==> config.mk <==
export PLATFORM = sky130hd
export DESIGN_NAME = regfile_write_scheduler
export DESIGN_NICKNAME = d
export VERILOG_FILES = /design/src/rtl/regfile_pkg.sv /design/src/rtl/rr_arbiter2.sv /design/src/rtl/regfile_write_scheduler.sv
export SDC_FILE = /design/constraint.sdc
export NUM_CORES = 1
export LEC_CHECK = 0
export ABC_AREA = 1
export CAP_MARGIN = 20
export CELL_PAD_IN_SITES_DETAIL_PLACEMENT = 2
export CELL_PAD_IN_SITES_GLOBAL_PLACEMENT = 2
export CORE_MARGIN = 8
export CORE_UTILIZATION = 25
export DETAILED_ROUTE_END_ITERATION = 8
export PLACE_DENSITY_LB_ADDON = 0.1
export RECOVER_POWER = 100
export SETUP_SLACK_MARGIN = 0.02
export SYNTH_ARGS = -nofsm -noshare
export SYNTH_HDL_FRONTEND = slang
export SYNTH_SLANG_ARGS = --single-unit
==> constraint.sdc <==
create_clock -name clock -period 7.2 [get_ports clock]
set_clock_uncertainty 0.2 [all_clocks]
set_input_delay 1.44 -clock clock [delete_from_list [all_inputs] [get_ports clock]]
set_output_delay 1.44 -clock clock [all_outputs]
set_load 0.01 [all_outputs]
==> src/rtl/regfile_pkg.sv <==
// Shared widths, writeback request bundle and arbiter state encoding
// for the register-file write scheduler.
package regfile_pkg;

    localparam int XLEN  = 32;
    localparam int AW    = 5;
    localparam int NREGS = 32;

    typedef struct packed {
        logic            valid;
        logic [AW-1:0]   rd;
        logic [XLEN-1:0] data;
    } wb_req_t;

    // Remembers which side won the most recent contended cycle.
    typedef enum logic {
        RR_LAST_A = 1'b0,
        RR_LAST_B = 1'b1
    } rr_state_t;

endpackage

==> src/rtl/rr_arbiter2.sv <==
// Two-requester round-robin arbiter. Uncontended requests are granted
// immediately; contended cycles alternate, starting with B after reset.
module rr_arbiter2
    import regfile_pkg::*;
(
    input  logic clock,
    input  logic reset_n,
    input  logic req_a,
    input  logic req_b,
    output logic grant_a,
    output logic grant_b,
    output logic last_b
);

    rr_state_t state;

    // The side that did not win the last contended cycle gets priority now.
    assign grant_b = req_b && (!req_a || (state == RR_LAST_A));
    assign grant_a = req_a && (!req_b || (state == RR_LAST_B));
    assign last_b  = (state == RR_LAST_B);

    always_ff @(posedge clock or negedge reset_n) begin
        if (!reset_n) begin
            state <= RR_LAST_A;
        end else if (req_a && req_b) begin
            state <= grant_b ? RR_LAST_B : RR_LAST_A;
        end
    end

endmodule

==> src/rtl/regfile_write_scheduler.sv <==
// Arbitrates the register file write port between ALU and load writeback,
// and tracks pending destination registers for RAW hazard stalls.
module regfile_write_scheduler
    import regfile_pkg::*;
#(
    parameter int XLEN = regfile_pkg::XLEN,
    parameter int AW   = regfile_pkg::AW
) (
    input  logic            clock,
    input  logic            reset_n,
    input  logic            issue_valid,
    input  logic [AW-1:0]   issue_rd,
    input  logic            a_valid,
    input  logic [AW-1:0]   a_rd,
    input  logic [XLEN-1:0] a_data,
    output logic            a_ready,
    input  logic            b_valid,
    input  logic [AW-1:0]   b_rd,
    input  logic [XLEN-1:0] b_data,
    output logic            b_ready,
    output logic [AW-1:0]   write_address,
    output logic [XLEN-1:0] write_value,
    input  logic [AW-1:0]   check_addr_1,
    input  logic [AW-1:0]   check_addr_2,
    output logic            busy_1,
    output logic            busy_2,
    output logic [AW:0]     pending_count,
    output logic            error,
    output logic            last_b
);

    localparam int NR = 1 << AW;
    localparam logic [AW:0] ONE = {{AW{1'b0}}, 1'b1};

    // Handshake: a side transfers on valid && ready in the same cycle; ready
    // is combinational from valid and arbiter state, and at most one side is
    // ready per cycle. The register file commits on the same edge.
    wb_req_t req_a, req_b, win;
    logic    grant_a, grant_b, fire;

    logic [NR-1:0] pending, pending_next, set_vec, clr_vec;
    logic          set_hit, clr_hit, same_rd, inc, dec, viol;

    assign req_a = '{valid: a_valid, rd: a_rd, data: a_data};
    assign req_b = '{valid: b_valid, rd: b_rd, data: b_data};

    rr_arbiter2 u_arb (
        .clock   (clock),
        .reset_n (reset_n),
        .req_a   (req_a.valid),
        .req_b   (req_b.valid),
        .grant_a (grant_a),
        .grant_b (grant_b),
        .last_b  (last_b)
    );

    assign a_ready = grant_a;
    assign b_ready = grant_b;

    always_comb begin
        win           = grant_b ? req_b : req_a;
        fire          = grant_a || grant_b;
        write_address = fire ? win.rd   : '0;
        write_value   = fire ? win.data : '0;

        set_hit = issue_valid && (issue_rd != '0);
        clr_hit = fire && (win.rd != '0);
        same_rd = (issue_rd == win.rd);

        set_vec = '0;
        clr_vec = '0;
        if (set_hit) set_vec[issue_rd] = 1'b1;
        if (clr_hit) clr_vec[win.rd]   = 1'b1;
        // Set applied after clear: a new producer outranks a retiring one.
        pending_next = (pending & ~clr_vec) | set_vec;

        inc = set_hit && !pending[issue_rd];
        dec = clr_hit && pending[win.rd] && !(set_hit && same_rd);

        viol = (clr_hit && !pending[win.rd])
            || (set_hit && pending[issue_rd] && !(clr_hit && same_rd))
            || (a_valid && b_valid && (a_rd == b_rd) && (a_rd != '0));
    end

    always_ff @(posedge clock or negedge reset_n) begin
        if (!reset_n) begin
            pending       <= '0;
            pending_count <= '0;
            error         <= 1'b0;
        end else begin
            pending <= pending_next;
            if (inc && !dec) begin
                pending_count <= pending_count + ONE;
            end else if (dec && !inc) begin
                pending_count <= pending_count - ONE;
            end
            error <= error || viol;
        end
    end

    // Bit 0 is never set, so x0 always reads not busy.
    assign busy_1 = pending[check_addr_1];
    assign busy_2 = pending[check_addr_2];

endmodule

==> out/results.txt <==
Outcome -> finished, violations left
Global-route wire length before repair -> 34.7 mm
Routed Antenna Nets -> 0
Count of instances resized after the clock tree is built -> 0
Num ports -> 143
Post-synth EDFFs -> 0
Final worst-path cycle share -> 85.3%
DRC -> 0
Starting Density -> 25.3%
Starting DRT DRC Count -> 215
Count of buffers inserted at the top-level ports -> 142
Final HPWL from detailed placement -> 18.1 mm
Clock-pin slew on the worst setup and hold paths -> 0.07 ns
Leakage -> 2.70 nW
Vias per cell -> 5.07
Via count of the first global-routing pass -> 5,669
Max-cap viol count -> 1
Root buffer cell -> clkbuf_16
Antenna diode count -> 0
CTS Sinks -> 40
Worst hold path depth -> 0
CTS H-tree lvls -> 2
Worst reg2reg endpoint -> pending_count[5]
Headroom to the max-slew limit -> -58.8%
Violated checks -> capacitance limit, slew limit
End of the worst hold path -> pending[0]
Crit Path Max Fanout -> 40
Vertical die dimension -> 145 um
#FFs+latches synth -> 40
Crit path capture type -> output port
Kind of path behind the tightest hold check -> reg -> reg
Area leader, netlist -> dfrtp_1
Timing-limited maximum frequency -> 0.163 GHz
Average wire length per cell after detail routing -> 21.3 um
Count of pins over their slew limit -> 41
Combined flip-flop and latch cell area -> 1000 um2
Actual slew at the worst max-slew pin -> 2.38 ns
Layout cell share with drive strength beyond 1 -> 2.88%
Clock latency at the later pin of the worst-skew pair -> 0.30 ns
Proportion of synthesized chip area in sequential cells -> 24.1%
Maximum number of pins on one net before global-route repair -> 41
Total track usage -> 20.9%
Ranking of synthesized cells by area -> dfrtp_1 (24%), nand2_1 (17%), o21ai_0 (10%)
Width of the chip -> 145 um
Worst r2r path cells -> 22
Area grow syn2layout -> 40.7%
Count of unique library cells instantiated by Yosys -> 40
Hold buffer count at CTS -> 0
Drt first pass iters -> 4
Worst Hold Margin -> 0.216 ns
Number of filler instances in the final layout -> 1,976
Average cell area after synthesis -> 5.88 um2
Syn Std Cell Area -> 4160 um2
Global route total overflow -> 0
Die ar. -> 21,000 um2
Number of antenna violations at the first check in global routing -> 0
Clock tree from TritonCTS -> built
Maximum buffer depth of the clock tree -> 2
Crit path required time -> 5.56 ns
Worst IR Drop VDD -> 130 uV
Synthesis Warnings -> 0
Signal arrival time at the worst endpoint -> 4.50 ns
Hold Fails Final Rpt -> 0
Instance count of the mapped netlist -> 707
Number of setup violations in the final report -> 0
Power per unit of standard cell area -> 237 nW/um2
Category of the worst setup path launch point -> input port
Leading register cell type out of synthesis -> dfrtp_1
RSZ-0062 raised after global routing -> false
Number of buffers inserted by post-CTS setup repair -> 0
Final routed wirelength across all metal layers -> 22.4 mm
Async set-reset flop share out of synthesis -> 100%
R2r startpoint -> u_arb.last_b
Total Negative Setup Slacks -> 0 ns
Core box area -> 16,400 um2
Flop-to-flop setup slack -> 2.90 ns
NumNets Final -> 931
Final RePlAce weighted congestion -> 0.846
Worst Hold Launch -> pending[0]
Post-synth top area share -> 24.1%
Fin crit period -> 6.14 ns
Area occupied by multi-input gates -> 2660 um2
CTS buffer count -> 5
Site row count -> 47
Routed via count -> 5,330
Synthesized Nets -> 807
WS Path Type -> in -> out
kinds of logic (layout without fill, tap and decap cells):
family                   Yosys count  count (layout)  synth area share, %
AND/OR/NAND/NOR                  356             356                 37.0
XOR/XNOR                           6               6                 1.26
AO/OA/AOI/OAI                    191             191                 24.8
buffers and inverters            108             233                 10.9
adder cells (fa/ha/maj)            6               6                 1.99
flip-flops                        40              40                 24.1
flip-flops by register name, summed over array words and instances, names as in the netlist:
name and flops:
pending 32, error 1, u_arb.last_b 1, pending_count 6
metrics by stage:
stage	instances	cell area, um2	total power [mW]	util, %	setup slack (ns)
6_report	1052	5850	1.39	35.6	1.06
5_1_grt	1052	5850	1.50	35.6	0.852
4_1_cts	1052	5900	1.43	36.0	1.18
3_5_place_dp	1044	5720	1.14	34.8	1.17
3_3_place_gp	1044	5720	1.11	34.8	1.29
2_1_floorplan	707	4160	0.779	-	3.03
final cells by class:
class                           instances  area share, %
Clock buffer                            7           2.61
Clock inverter                          1          0.513
Inverter                               81           5.22
Sequential cell                        40           17.1
Timing Repair Buffer                  144           24.4
Multi-Input combinational cell        559           45.4
Tap cell                              220           4.71
layer usage:
metal / routed length [um] / part of all wire, % / GRT usage (%)
met1: 10200 / 46 / 27.4
met2: 10900 / 49 / 36.0
met3: 1100 / 4.9 / 2.55
met4: 214 / 0.96 / 3.95
met5: 0 / 0 / 0
power breakdown:
group	switching, mW	internal, mW	total, mW
Combinational	0.425	0.275	0.700
Sequential	0.102	0.302	0.403
Clock	0.100	0.183	0.283
how the worst max path moves through the flow:
stage            start  slack (ns)  depth (start not counted)               to
2_1_floorplan  b_valid        3.03                          7  write_value[20]
3_3_place_gp   b_valid        1.29                          5  write_value[16]
3_5_place_dp   b_valid        1.17                          5   write_value[8]
4_1_cts        b_valid        1.18                          5   write_value[8]
5_1_grt        b_valid        0.85                          6  write_value[18]
6_report       b_valid        1.06                          5   write_value[8]
synthesized netlist by cell type (2+ instances only):
cell        n
xnor2_1     2
o211ai_1    3
buf_1       4
xor2_1      4
nor3_1     11
o21ai_4     2
clkbuf_1   11
nand3_1    35
o21ai_0    86
dfrtp_1    40
ha_1        5
inv_1      77
a21oi_1    60
nand2_4    12
buf_2       7
a211oi_1    5
a22o_1      4
nor2_1     96
nand3b_1    3
nand2_1   190
o21ai_1    23
o22ai_1     3
buf_4       3
clkinv_1    2
nand2_2     3
a31oi_1     2
layout by cell type (no fill, tap or decap), drive strengths merged, types with 12 or more instances in the layout:
cell type / Yosys / layout
dlygate4sd3: 0 / 49
a21oi: 60 / 60
dfrtp: 40 / 40
nand3: 36 / 36
nand2: 205 / 205
inv: 79 / 78
clkdlybuf4s50: 0 / 92
nor2: 97 / 97
o21ai: 112 / 112
nor3: 12 / 12
critical path, stage by stage:
cell and delay [ns]:
dlygate4sd3_1 0.81, nand2_4 0.39, inv_1 0.90, a22o_1 0.29, dlygate4sd3_1 0.64
(Power assumes the default switching activity.)
